`src/rtl/serial_collector_pkg.sv`:
```
// Shared defaults and FSM encoding for the serial-to-parallel collector.
// Included by the collector top and its bit index counter.
package serial_collector_pkg;

    localparam int WIDTH_DEFAULT = 4;
    localparam int CNT_W_DEFAULT = 5;

    typedef enum logic {
        IDLE    = 1'b0,
        COLLECT = 1'b1
    } state_t;

    // Index counter width; a 2-bit word still needs one index bit.
    function automatic int idx_width(input int w);
        return (w > 2) ? $clog2(w) : 1;
    endfunction

endpackage

```
`src/rtl/serial_collector_bit_index_counter.sv`:
```
// Bit position counter for the collector: counts sampled bits of the
// current word and flags the last position (WIDTH-1).
module bit_index_counter
    import serial_collector_pkg::*;
#(
    parameter int WIDTH = WIDTH_DEFAULT,
    parameter int IDX_W = idx_width(WIDTH)
) (
    input  logic             clk,
    input  logic             r,
    input  logic             clr,
    input  logic             en,
    output logic [IDX_W-1:0] idx,
    output logic             tc
);

    localparam logic [IDX_W-1:0] LAST = IDX_W'(WIDTH - 1);

    logic [IDX_W-1:0] idx_reg;
    logic [IDX_W-1:0] idx_next;

    assign tc  = (idx_reg == LAST);
    assign idx = idx_reg;

    always_comb begin
        idx_next = idx_reg;
        if (clr) begin
            idx_next = '0;
        end else if (en) begin
            idx_next = tc ? '0 : idx_reg + 1'b1;
        end
    end

    always_ff @(posedge clk or negedge r) begin
        if (!r) begin
            idx_reg <= '0;
        end else begin
            idx_reg <= idx_next;
        end
    end

endmodule

```
`src/rtl/serial_collector.sv`:
```
// LSB-first serial-to-parallel collector with a separate output holding
// register, valid/ready delivery, delivered-word counter and sticky overflow.
module serial_collector
    import serial_collector_pkg::*;
#(
    parameter int WIDTH = WIDTH_DEFAULT,
    parameter int CNT_W = CNT_W_DEFAULT
) (
    input  logic             clk,
    input  logic             r,
    input  logic             clr,
    input  logic             din,
    input  logic             din_valid,
    output logic [WIDTH-1:0] word,
    output logic             word_valid,
    input  logic             word_ready,
    output logic [CNT_W-1:0] count,
    output logic             overflow,
    output logic             busy
);

    localparam int IDX_W = idx_width(WIDTH);

    state_t           state_reg, state_next;
    logic [WIDTH-1:0] acc_reg, acc_next;
    logic [WIDTH-1:0] done_word;
    logic [WIDTH-1:0] word_reg, word_next;
    logic             word_valid_reg, word_valid_next;
    logic [CNT_W-1:0] count_reg, count_next;
    logic             overflow_reg, overflow_next;

    logic [IDX_W-1:0] idx;
    logic             tc;
    logic             sample;
    logic             complete;
    logic             handshake;

    // clr wins over din_valid, so a clearing edge never samples din.
    assign sample    = din_valid & ~clr;
    assign complete  = sample & tc;
    assign handshake = word_valid_reg & word_ready;

    bit_index_counter #(
        .WIDTH (WIDTH),
        .IDX_W (IDX_W)
    ) u_bit_index (
        .clk (clk),
        .r   (r),
        .clr (clr),
        .en  (sample),
        .idx (idx),
        .tc  (tc)
    );

    // Per-bit steering: the completed word takes the final bit straight
    // from din, so it is ready on the same edge that samples it.
    generate
        for (genvar gi = 0; gi < WIDTH; gi++) begin : g_bit
            logic hit;
            assign hit           = (idx == IDX_W'(gi));
            assign done_word[gi] = hit ? din : acc_reg[gi];
            assign acc_next[gi]  = (clr || complete) ? 1'b0
                                 : (sample && hit)   ? din
                                 : acc_reg[gi];
        end
    endgenerate

    always_comb begin
        state_next = state_reg;
        if (clr) begin
            state_next = IDLE;
        end else if (sample) begin
            state_next = tc ? IDLE : COLLECT;
        end
    end

    always_comb begin
        word_next       = word_reg;
        word_valid_next = word_valid_reg;
        count_next      = count_reg;
        overflow_next   = overflow_reg;
        if (clr) begin
            word_next       = '0;
            word_valid_next = 1'b0;
            count_next      = '0;
            overflow_next   = 1'b0;
        end else begin
            if (handshake) begin
                count_next      = count_reg + 1'b1;
                word_valid_next = 1'b0;
            end
            // A word may only load into a free or just-emptied register.
            if (complete) begin
                if (!word_valid_reg || handshake) begin
                    word_next       = done_word;
                    word_valid_next = 1'b1;
                end else begin
                    overflow_next = 1'b1;
                end
            end
        end
    end

    always_ff @(posedge clk or negedge r) begin
        if (!r) begin
            state_reg      <= IDLE;
            acc_reg        <= '0;
            word_reg       <= '0;
            word_valid_reg <= 1'b0;
            count_reg      <= '0;
            overflow_reg   <= 1'b0;
        end else begin
            state_reg      <= state_next;
            acc_reg        <= acc_next;
            word_reg       <= word_next;
            word_valid_reg <= word_valid_next;
            count_reg      <= count_next;
            overflow_reg   <= overflow_next;
        end
    end

    assign word       = word_reg;
    assign word_valid = word_valid_reg;
    assign count      = count_reg;
    assign overflow   = overflow_reg;
    assign busy       = (state_reg == COLLECT);

endmodule

```
`config.mk`:
```
export PLATFORM = sky130hd
export DESIGN_NAME = serial_collector
export DESIGN_NICKNAME = d
export VERILOG_FILES = /design/src/rtl/serial_collector_pkg.sv /design/src/rtl/serial_collector_bit_index_counter.sv /design/src/rtl/serial_collector.sv
export SDC_FILE = /design/constraint.sdc
export NUM_CORES = 1
export LEC_CHECK = 0
export CORE_MARGIN = 2
export CORE_UTILIZATION = 52
export CTS_CLUSTER_DIAMETER = 40
export CTS_CLUSTER_SIZE = 24
export DETAILED_ROUTE_END_ITERATION = 8
export GPL_ROUTABILITY_DRIVEN = 0
export PLACE_DENSITY = 0.81
export SYNTH_ARGS = -nofsm -noshare
export SYNTH_HDL_FRONTEND = slang
export SYNTH_SLANG_ARGS = --single-unit
```
`constraint.sdc`:
```
create_clock -name clk -period 2.5 [get_ports clk]
set_input_delay 0.25 -clock clk [delete_from_list [all_inputs] [get_ports clk]]
set_output_delay 0.25 -clock clk [all_outputs]
set_load 0.005 [all_outputs]
```
Yosys cells after proc, flatten, opt, wreduce, memory -nomap -nowiden
Cells that the tools add are included.

word-level totals
  register bits = 18
  latch bits = 0
  RAM bits = 0
  memory bits (read-only) = 0
  input port bits = 6
  output and inout bits = 12
  logic and storage cells = 68
  memories kept = 0

operators by class
  add/subtract/negate cells = 2
  multipliers = 0
  div/mod/pow operators = 0
  order comparisons = 0
  equal/unequal tests = 4
  shift-type cells = 0
  muxes and demuxes = 30
  bitwise operators = 4
  reduce and logical (&&, ||, !) cells = 18

operators by type and width
  operator                                              count
  2-to-1 mux 1 bit                                      22
  nonzero test 2 bit                                    8
  2-to-1 mux 4 bit                                      3
  2-to-1 mux 5 bit                                      2
  2-to-1 mux 2 bit                                      3
  adder 5 x 1 -> 5 bit (second input constant)          1
  equality test 2 bit (second input constant)           2
  logical AND 1 bit                                     4
  AND reduction 2 bit                                   2
  bitwise AND 1 bit                                     3
  adder 2 x 1 -> 2 bit (second input constant)          1
  equality test 2 x 1 -> 1 bit (second input constant)  1
  zero test 2 bit                                       1
  logical OR 1 bit                                      2
  inequality test 2 bit (second input constant)         1
  zero test 1 bit                                       1
  NOT 1 bit                                             1

Logic depth before layout (Yosys ltp)
  depth in word-level cells = 5
  depth in mapped cells = 5
  depth with buffers taken out = 5

Cells and area by module
From an unflattened synthesis, not the netlist that was laid out.

second synthesis, totals
  cell total of the unflattened synthesis = 89
  area, all modules = 893.4 sq um

modules (own cells, without submodules)
  module             times used  cells an instance  area each (sq um)  seq. area each (sq um)
  serial_collector   1           81                 793.3              400.4
  bit_index_counter  1           8                  100.1              50.0

Worst setup path before layout
OpenSTA, ideal clock, no wires.

  path kind = reg-to-reg
  from = register u_bit_index.idx_reg[0] (netlist: u_bit_index.idx[0])
  to = register word_reg[0] (netlist: word[0])
  library setup time = 0.099 ns
  arrival = 1.135 ns
  required time = 2.401 ns
  path slack = 1.266 ns
  stages on the path, launching flop included = 5
  path buffers = 1
  period minus slack after synthesis = 1.234 ns
  path through = dfrtp_1 ha_1 and2_1 buf_6 a311oi_1

on the way
  longest elaborated chain between the ends = 5
  elaborated cells on any way between the ends = 9
  classes of those cells = 1 x eq/ne; 4 x mux; 1 x bitwise; 3 x reduce/logical

RTL lines
  item                      line                                      text
  start: declaration        serial_collector_bit_index_counter.sv:19  logic [IDX_W-1:0] idx_reg;
  start signal: assignment  serial_collector_bit_index_counter.sv:38  idx_reg <= idx_next;
  zero test 2 bit           serial_collector.sv:60                    assign hit = (idx == IDX_W'(gi));
  2-to-1 mux 1 bit          serial_collector.sv:61                    assign done_word[gi] = hit ? din : acc_reg[gi];
  2-to-1 mux 4 bit          serial_collector.sv:94                    if (!word_valid_reg || handshake) begin
  2-to-1 mux 4 bit          serial_collector.sv:93                    if (complete) begin
  2-to-1 mux 4 bit          serial_collector.sv:82                    if (clr) begin
  end signal: assignment    serial_collector.sv:115                   word_reg <= word_next;
  end: declaration          serial_collector.sv:27                    logic [WIDTH-1:0] word_reg, word_next;

Parallel ways exist; a longest one is shown, timed or not. The select of a mux whose other input is x is not followed.
A chain may end at the register's enable or synchronous reset.

Worst setup path after layout
  from = register word_valid_reg (netlist: word_valid)
  to = output word_valid

RTL lines
  item                      line                     text
  start: declaration        serial_collector.sv:28   logic word_valid_reg, word_valid_next;
  start signal: assignment  serial_collector.sv:116  word_valid_reg <= word_valid_next;
  end: declaration          serial_collector.sv:15   output logic word_valid,

No word-level cell between the ends.

==> impl_metrics.ini <==
[outcome]
status = finished, final reports clean

[drt]
drtAntennaViolNets = 0
vias_per_cell = 5.61
routed_wl_mm = 1.70
drt_pass1_iterations = 4
dr_total_vias = 651
drc = 0
drtIter0Drc = 17
wl_per_cell_um = 14.7

[synthesis]
synth_top_area_share_pct = 49.0
synth_edf_count = 0
avgSynthCellArea_um2 = 10.5
yosysSeqAreaShare_pct = 49.0
synth_top_area_cell = dfrtp_1
synth_cell_types = 31
netlist_area_um2 = 868
ys_ff_latch = 17
synth_ff_type = dfrtp_1
synth_area_leaders = dfrtp_1 (49%), ha_1 (7.2%), a21oi_1 (4.0%)
synth_warnings = 0
synth_fp_nets = 94
synthArstFlopShare_pct = 100
postSynthCellCount = 83

[cts]
tritoncts = yes
post_cts_buffers = 0
h-tree-depth = 1
clk-insertion-delay-late_ps = 290
numCtsBuffers = 3
clk_pin_slew_worst_paths_ps = 110
cts_num_sinks = 17
cts.repair.resized = 0
clockBufferDepth = 2
holdBufCountCts = 0
clockRootBuffer = clkbuf_4

[grt]
track_usage_pct = 19.7
grt_pass1_wl_mm = 2.87
overflow = 0
grt_pass1_vias = 654
antenna_found_initial = 0
grt_max_degree = 20

[die]
std_cell_rows = 14
die_area_um2 = 2010
die_y_um = 44.9
initial_core_util_pct = 56.3
die_x_um = 44.9
coreArea_um2 = 1540
ioPinCount = 18

[finish]
antennaDiodeCount = 0
largest_reg_flops = 5
area.growth.synth_to_final_pct = 21.9
nets = 112
layout_common_cells = dfrtp_1 (17), clkdlybuf4s50_1 (17), nor2_1 (8), a21oi_1 (7), ha_1 (5)
final_cells = 116
final_area_um2 = 1060
drive_above_1_share_pct = 9.00

[placement]
place_ws_ps = 803
dp_cells = 112
port_buffers = 17
dpl_cell_area_um2 = 1030
hpwl_mm = 1.24

[timing]
min_period_ps = 1530
worst_pin_slew_ps = 795
slew_headroom_pct = 46.9
fin_skew_ps = 4.78
final_max_slew_viol_count = 0
hold_ws_ps = 403
rsz0062_at_grt = no
max_freq_mhz = 656
hold_violations = 0
finalSetupViolCount = 0
fin_ws_ps = 974
period_share_pct = 61.0
final.setup.tns_ps = 0

[flow_run]
cap_violations = 0

[power_and_ir_drop]
vdd_ir_drop_max_uv = 365
power.leakage_nw = 0.446
power.density_nw_per_um2 = 472

[worst_setup_path]
critPathKind = flop to output pin
worst-path-max-fanout = 6
path_buf_inv = 1
crit_path_end_kind = output pin
crit_arrival_ps = 1280
worstPathCellList = clkdlybuf4s50_1
cp_slowest_cell = clkdlybuf4s50_1
crit_family = buffers and inverters
cp-start-kind = flop
required_ps = 2250
cpPeakStageDelay_ps = 540

[worst_hold_path]
hp-class = input port to async pin
## synthesized netlist by cell type, types with 2 or more instances
| master | instances |
|---|---|
| xor2_1 | 2 |
| nand2_1 | 3 |
| dfrtp_1 | 17 |
| ha_1 | 5 |
| nor2_1 | 8 |
| a21oi_1 | 7 |
| nand2b_1 | 4 |
| mux2i_1 | 3 |
| nor2b_1 | 2 |
| o21ai_0 | 4 |
| nand3_1 | 4 |
| inv_1 | 2 |
| a32oi_1 | 2 |
| a21oi_2 | 2 |
| a311oi_1 | 2 |
## stage by stage
step	total power, mW	util, %
finish	0.500	68.7
global placement	0.349	66.9
global route	0.515	68.7
CTS	0.501	68.7
floorplan	0.325	-
detailed placement	0.350	66.9
## routing by layer
metal | wire length [µm] | GRT usage, %
met4 | 9 | 8.24
met3 | 40 | 2.80
met2 | 820 | 31.6
met1 | 834 | 26.9
met5 | 0 | 0
## worst paths after layout
| check | from | endpoint | slack (ps) | depth (start not counted) |
|---|---|---|---|---|
| worst max-delay path | word_valid | word_valid | 970 | 1 |
| worst min-delay path | r | acc_reg[1] | 400 | 1 |
| worst max register to register | u_bit_index.idx[1] | word[2] | 1060 | 4 |
| worst min register to register | overflow | overflow | 520 | 2 |
| max in group asynchronous | r | acc_reg[2] | 1600 | 1 |
| min in group clk | overflow | overflow | 520 | 2 |
## final cells by class
class	count	area [µm²]
fill	112	483
sequential	17	425
multi-input combinational	60	408
timing repair buffer	17	170
clock buffer	3	22.5
tap	16	20.0
inverter	2	7.51
clock inverter	1	5.00
## cells by family (layout without fill, tap and decap cells)
family                     after synthesis  after routing  synth area share (%)
xor gates and xnor gates                 2              2                  2.02
and+or+nand+nor                         28             28                  17.0
muxes                                    4              4                  4.76
AOI/OAI and AO/OA                       21             21                  16.0
adders and majority gates                5              5                  7.20
DFF                                     17             17                  49.0
buffers and inverters                    6             23                  4.03
## report_power, final
part	total, mW	internal [mW]	leakage [nW]	switching [mW]
sequential	0.287	0.282	0.234	0.00528
clock	0.154	0.0595	0.0177	0.0946
combinational	0.0584	0.0266	0.194	0.0318
(Power assumes the default switching activity.)
